### config.mk
export PLATFORM = sky130hd
export DESIGN_NAME = data_sram_like_bridge_flat
export DESIGN_NICKNAME = d
export VERILOG_FILES = /design/src/rtl/data_sram_like_bridge_pkg.sv /design/src/rtl/data_sram_like_bridge_if.sv /design/src/rtl/data_sram_like_bridge.sv /design/src/flat_wrapper.sv
export SDC_FILE = /design/constraint.sdc
export NUM_CORES = 1
export LEC_CHECK = 0
export CAP_MARGIN = 0
export CORE_UTILIZATION = 40
export CTS_CLUSTER_DIAMETER = 60
export DETAILED_ROUTE_END_ITERATION = 10
export PLACE_DENSITY = 0.88
export SKIP_LAST_GASP = 1
export SLEW_MARGIN = 20
export SYNTH_ARGS = -nofsm -noshare
export SYNTH_HDL_FRONTEND = slang
export SYNTH_SLANG_ARGS = --single-unit
### constraint.sdc
create_clock -name clk -period 2.5 [get_ports clk]
set_clock_uncertainty 0.15 [all_clocks]
set_input_delay 0.25 -clock clk [delete_from_list [all_inputs] [get_ports clk]]
set_output_delay 0.25 -clock clk [all_outputs]
set_load 0.02 [all_outputs]
### src/rtl/data_sram_like_bridge_pkg.sv
// Shared definitions for the core-to-sram-like data bridge.
// Holds the bridge state encoding and the sram-like access size codes.
package data_sram_like_bridge_pkg;

    typedef enum logic [1:0] {
        ST_IDLE = 2'd0,
        ST_ADDR = 2'd1,
        ST_DATA = 2'd2,
        ST_DONE = 2'd3
    } bridge_state_e;

    localparam logic [1:0] SIZE_B = 2'd0;
    localparam logic [1:0] SIZE_H = 2'd1;
    localparam logic [1:0] SIZE_W = 2'd2;

endpackage

### src/rtl/data_sram_like_bridge_if.sv
// sram-like bus bundle between the bridge (master) and the memory side (slave).
// master drives: data_req, data_wr, data_size, data_addr, data_wdata
// slave drives : data_addr_ok, data_data_ok, data_rdata
interface data_sram_like_bridge_if #(
    parameter int ADDR_W = 32,
    parameter int DATA_W = 32
);
    logic              data_req;
    logic              data_wr;
    logic [1:0]        data_size;
    logic [ADDR_W-1:0] data_addr;
    logic [DATA_W-1:0] data_wdata;
    logic              data_addr_ok;
    logic              data_data_ok;
    logic [DATA_W-1:0] data_rdata;

    modport master (
        output data_req, data_wr, data_size, data_addr, data_wdata,
        input  data_addr_ok, data_data_ok, data_rdata
    );

    modport slave (
        input  data_req, data_wr, data_size, data_addr, data_wdata,
        output data_addr_ok, data_data_ok, data_rdata
    );
endinterface

### src/rtl/data_sram_like_bridge.sv
// Converts the core's single-cycle M-stage data access into a two-phase
// sram-like transaction (address handshake, then data handshake), stalls the
// pipeline while the access is in flight and holds the load result until the
// pipeline is released.
//
// Ports:
//   clk, rst          clock; asynchronous active-low reset
//   cpu_en_i          M-stage memory access valid
//   cpu_wen_i         byte write enables (0 = load)
//   cpu_size_i        access size (byte/half/word)
//   cpu_addr_i        physical address
//   cpu_wdata_i       store data
//   cpu_flush_i       M-stage flush; withdraws a not-yet-accepted request
//   longest_stall_i   pipeline held by another stall source
//   cpu_rdata_o       load data to the core (registered)
//   d_stall_o         stall request to the hazard unit
//   bus               sram-like master port
//
// State | meaning
// IDLE  | no transaction; a valid access is presented on the bus this cycle
// ADDR  | request presented, address phase not yet accepted
// DATA  | address accepted, awaiting data_data_ok
// DONE  | transaction complete, waiting for the pipeline to advance
module data_sram_like_bridge
    import data_sram_like_bridge_pkg::*;
#(
    parameter int ADDR_W = 32,
    parameter int DATA_W = 32
) (
    input  logic                clk,
    input  logic                rst,
    input  logic                cpu_en_i,
    input  logic [3:0]          cpu_wen_i,
    input  logic [1:0]          cpu_size_i,
    input  logic [ADDR_W-1:0]   cpu_addr_i,
    input  logic [DATA_W-1:0]   cpu_wdata_i,
    input  logic                cpu_flush_i,
    input  logic                longest_stall_i,
    output logic [DATA_W-1:0]   cpu_rdata_o,
    output logic                d_stall_o,
    data_sram_like_bridge_if.master bus
);

    bridge_state_e     state_q;
    logic [DATA_W-1:0] rdata_q;

    logic access_v;
    logic req;
    logic accepted;

    // Access is live only while out of reset and not flushed; gating with rst
    // keeps req/stall low during an asynchronous reset pulse.
    assign access_v = rst & cpu_en_i & ~cpu_flush_i;
    assign req      = access_v & ((state_q == ST_IDLE) | (state_q == ST_ADDR));
    assign accepted = req & bus.data_addr_ok;

    assign bus.data_req   = req;
    assign bus.data_wr    = |cpu_wen_i;
    assign bus.data_size  = cpu_size_i;
    assign bus.data_addr  = cpu_addr_i;
    assign bus.data_wdata = cpu_wdata_i;

    // Completion is seen through the registered DONE state, so there is no
    // combinational path from data_data_ok to the stall.
    assign d_stall_o   = access_v & (state_q != ST_DONE);
    assign cpu_rdata_o = rdata_q;

    always_ff @(posedge clk or negedge rst) begin
        if (!rst) begin
            state_q <= ST_IDLE;
            rdata_q <= '0;
        end else begin
            case (state_q)
                ST_IDLE, ST_ADDR: begin
                    // A stray data_ok with no accepted request is ignored here.
                    if (accepted && bus.data_data_ok) begin
                        state_q <= ST_DONE;
                        rdata_q <= bus.data_rdata;
                    end else if (accepted) begin
                        state_q <= ST_DATA;
                    end else if (req) begin
                        state_q <= ST_ADDR;
                    end else begin
                        state_q <= ST_IDLE;
                    end
                end
                ST_DATA: begin
                    // Flush is ignored: the accepted transaction must finish.
                    if (bus.data_data_ok) begin
                        state_q <= ST_DONE;
                        rdata_q <= bus.data_rdata;
                    end
                end
                ST_DONE: begin
                    if (!longest_stall_i) begin
                        state_q <= ST_IDLE;
                    end
                end
                default: state_q <= ST_IDLE;
            endcase
        end
    end

endmodule

### src/flat_wrapper.sv
// flat-port wrapper written by rule: the top's interface ports become plain ports
module data_sram_like_bridge_flat import data_sram_like_bridge_pkg::*;
#(
    parameter int ADDR_W = 32,
    parameter int DATA_W = 32
)
  (clk, rst, cpu_en_i, cpu_wen_i, cpu_size_i, cpu_addr_i, cpu_wdata_i, cpu_flush_i, longest_stall_i, cpu_rdata_o, d_stall_o, bus_data_req, bus_data_wr, bus_data_size, bus_data_addr, bus_data_wdata, bus_data_addr_ok, bus_data_data_ok, bus_data_rdata);
  data_sram_like_bridge_if #(.ADDR_W(ADDR_W), .DATA_W(DATA_W)) bus_i ();
  input  logic clk;
  input  logic rst;
  input  logic cpu_en_i;
  input  logic [3:0] cpu_wen_i;
  input  logic [1:0] cpu_size_i;
  input  logic [ADDR_W-1:0] cpu_addr_i;
  input  logic [DATA_W-1:0] cpu_wdata_i;
  input  logic cpu_flush_i;
  input  logic longest_stall_i;
  output logic [DATA_W-1:0] cpu_rdata_o;
  output logic d_stall_o;
  output wire logic [$bits(bus_i.data_req)-1:0] bus_data_req;
  output wire logic [$bits(bus_i.data_wr)-1:0] bus_data_wr;
  output wire logic [$bits(bus_i.data_size)-1:0] bus_data_size;
  output wire logic [$bits(bus_i.data_addr)-1:0] bus_data_addr;
  output wire logic [$bits(bus_i.data_wdata)-1:0] bus_data_wdata;
  input wire logic [$bits(bus_i.data_addr_ok)-1:0] bus_data_addr_ok;
  input wire logic [$bits(bus_i.data_data_ok)-1:0] bus_data_data_ok;
  input wire logic [$bits(bus_i.data_rdata)-1:0] bus_data_rdata;
  assign bus_data_req = bus_i.data_req;
  assign bus_data_wr = bus_i.data_wr;
  assign bus_data_size = bus_i.data_size;
  assign bus_data_addr = bus_i.data_addr;
  assign bus_data_wdata = bus_i.data_wdata;
  assign bus_i.data_addr_ok = bus_data_addr_ok;
  assign bus_i.data_data_ok = bus_data_data_ok;
  assign bus_i.data_rdata = bus_data_rdata;
  data_sram_like_bridge #(.ADDR_W(ADDR_W), .DATA_W(DATA_W)) u_core (.clk(clk), .rst(rst), .cpu_en_i(cpu_en_i), .cpu_wen_i(cpu_wen_i), .cpu_size_i(cpu_size_i), .cpu_addr_i(cpu_addr_i), .cpu_wdata_i(cpu_wdata_i), .cpu_flush_i(cpu_flush_i), .longest_stall_i(longest_stall_i), .cpu_rdata_o(cpu_rdata_o), .d_stall_o(d_stall_o), .bus(bus_i));
endmodule
==> impl_metrics.ini, run 1 <==
[synthesis]
synth-seq-cells = 34
netlist_area_um2 = 3170
yosysUniqueCellTypes = 30
synthTopCellsByArea = dfrtp_1, buf_4, a311oi_1
synth_compound_area_share_pct = 18.3
synth_cells = 338
synthXorXnorAreaFrac_pct = 0
synth_nets = 447
synth_edf_count = 0
synth.largest_area_cell = dfrtp_1
synth_top_family_by_area = buffers and inverters
synthAdderAreaFrac_pct = 0
yosys.area_share.simple_pct = 25.0
synth-async-reset-ratio_pct = 100
syn_area_per_cell_um2 = 9.38
ys_seq_area_share_pct = 26.8
yosys_warnings = 0
synth_top_area_share_pct = 26.8
synthFlopType = dfrtp_1
muxShareOfSynthArea_pct = 0.355

[drt]
drt-pass1-iter-count = 2
detail_route.wl_per_cell_um = 15.9
vias = 2500
ant_nets = 0
drt-total-wl_um = 6860
viasPerCell = 5.80
drc_errors = 0
first_iter_violations = 87

[grt]
grt_usage_pct = 16.5
grt_overflow = 0
grt_antenna_before_repair = 0
grt_pass1_wl_um = 11300
grt_start_max_net_pins = 99
first_global_vias = 2503

[finish]
nets = 439
drive_gt1_share_pct = 16.1
final_common_cell = clkdlybuf4s50_1
n_fill_cell = 772
synthToLayoutAreaGrowth_pct = 7.65
regArea_um2 = 852
mostFrequentLayoutCells = clkdlybuf4s50_1, dfrtp_1
n_antenna_cell = 0
fin_cells = 431
multi_input_area_um2 = 1390

[clock_tree]
clock_path_buffers = 2
h-tree-depth = 2
cts_buffers = 5
clkSinkCount = 34
root_buffer = clkbuf_8
clk_latency_ns = 0.28
cts_setup_buffers = 0
tritoncts = yes

[critical_path]
worstPathRequired_ns = 2.10
cp_max_fo = 4
start_kind = input pin
endpoint_kind = primary output
worstSetupPathType = in2out
arrival_ns = 1.81

[die]
start_util_pct = 41.3
fp.coreArea_um2 = 7690
dieArea_um2 = 8290
row_count = 32
ios = 210
die_h_um = 91.0
die_w_um = 91.0

[timing]
fin_crit_ns = 2.21
rsz0062_at_grt = no
hold_viol = 0
worst_pin_slew_ns = 0.807
fin_tns_setup_ns = 0
fmax_mhz = 453
final-setup-viol-count = 0
max_slew_margin_pct = 46.1
fin_crit_sh_pct = 88.3
maxSlewViolCount = 0

[hold_path]
hp-class = in2out

[power]
swShare_pct = 41.8
ir_drop_mv = 0.622
pwr-share-comb_pct = 57.3
clkPwrFrac_pct = 11.4
power_density_nw_per_um2 = 1050
leakagePower_nw = 1.38
p_switching_mw = 1.50
internal_power_mw = 2.09
seqPwrFrac_pct = 31.3

[placement]
dpl.cell_count = 423
place_hpwl_um = 4470
portBuffers = 77
place.gp.congestion = 0.667

[status]
status = completed

[run]
max-cap-violations = 0
## final cells by class
cell class / instances / share of cell area (%)
Multi-Input combinational cell: 171 / 40.6
Clock buffer: 6 / 2.42
Inverter: 32 / 3.52
Timing Repair Buffer: 86 / 24.8
Sequential cell: 34 / 25.0
Tap cell: 102 / 3.74
## cells by family (layout without fill, tap and decap cells)
logic type,after synthesis,count (layout)
muxes,1,1
buffers and inverters,133,124
DFF,34,34
and+or+nand+nor,103,103
AOI/OAI and AO/OA,67,67
## path summary, 6_finish.rpt
kind,from,end,slack [ns],cells past startpoint
min reg2reg,u_core.cpu_rdata_o[1],u_core.cpu_rdata_o[1],0.44,2
min in group asynchronous,rst,u_core.cpu_rdata_o[20],0.42,3
max,rst,d_stall_o,0.29,5
max reg2reg,u_core.state_q[1],u_core.cpu_rdata_o[18],0.55,3
max in group asynchronous,rst,u_core.state_q[1],0.75,3
min,cpu_addr_i[14],bus_data_addr[14],0.35,0
## sequential cells by signal (all words and copies together), names as in the netlist
| name | cells |
|---|---|
| u_core.cpu_rdata_o | 32 |
| u_core.state_q | 2 |
## metrics by stage
stage / instance area (um2) / hold WS [ns] / total power, mW / util [%] / setup slack (ns)
after global routing: 3410 / 0.350 / 3.85 / 44.4 / 0.229
after detailed placement: 3310 / 0.0561 / 3.21 / 43.1 / 0.387
after CTS: 3410 / 0.350 / 3.63 / 44.4 / 0.289
after global placement: 3310 / 0.0494 / 3.12 / 43.1 / 0.395
after floorplan: 3170 / -0.196 / 2.65 / - / 1.08
final: 3410 / 0.350 / 3.59 / 44.4 / 0.292
## cell usage after synthesis, types with 2 or more instances
cell type        n
nand4b_1        32
buf_8            4
dlygate4sd1_1    3
dfrtp_1         34
clkbuf_4         2
nor2b_1         24
a311oi_1        32
and2b_1          5
buf_2           11
and2b_4          3
buf_4           68
and3_1           2
inv_1           32
o311ai_1        32
dlymetal6s2s_1   2
buf_6            9
and3_2          30
## critical path: stages
cell and delay (ns):
dlygate4sd3_1 0.52, buf_2 0.16, nand3b_1 0.13, a21oi_1 0.13, clkdlybuf4s50_1 0.62
## layer usage
| layer | track usage, % | vias up | wire length [um] |
|---|---|---|---|
| met5 | 0 | - | 0 |
| met4 | 5.03 | 0 | 88 |
| met3 | 4.19 | 17 | 419 |
| met2 | 30.4 | 76 | 3450 |
| met1 | 18.7 | 1243 | 2910 |
| li1 | - | 1164 | - |
## repair_timing
| item | 4_1_cts | 5_1_grt |
|---|---|---|
| resized for setup | 0 | 0 |
| endpoints found under the hold margin | 13 | 0 |
| hold buffers | 2 | 0 |
## power by group through the flow
| stage | combinational, mW | clock (mW) | sequential, mW |
|---|---|---|---|
| 6_report | 2.06 | 0.410 | 1.12 |
| 5_1_grt | 2.23 | 0.441 | 1.18 |
| 4_1_cts | 2.08 | 0.426 | 1.12 |
| 3_5_place_dp | 2.07 | 0 | 1.13 |
| 3_3_place_gp | 2.01 | 0 | 1.11 |
| 2_1_floorplan | 1.31 | 0 | 1.34 |
(Power assumes the default switching activity.)
==> run 2: changes to the inputs <==
Settings changed: SLEW_MARGIN 20 to 0, TNS_END_PERCENT set to 100.
==> results of run 2 <==
Same layout as run 1: the final DEF is identical, and so are final timing and power.
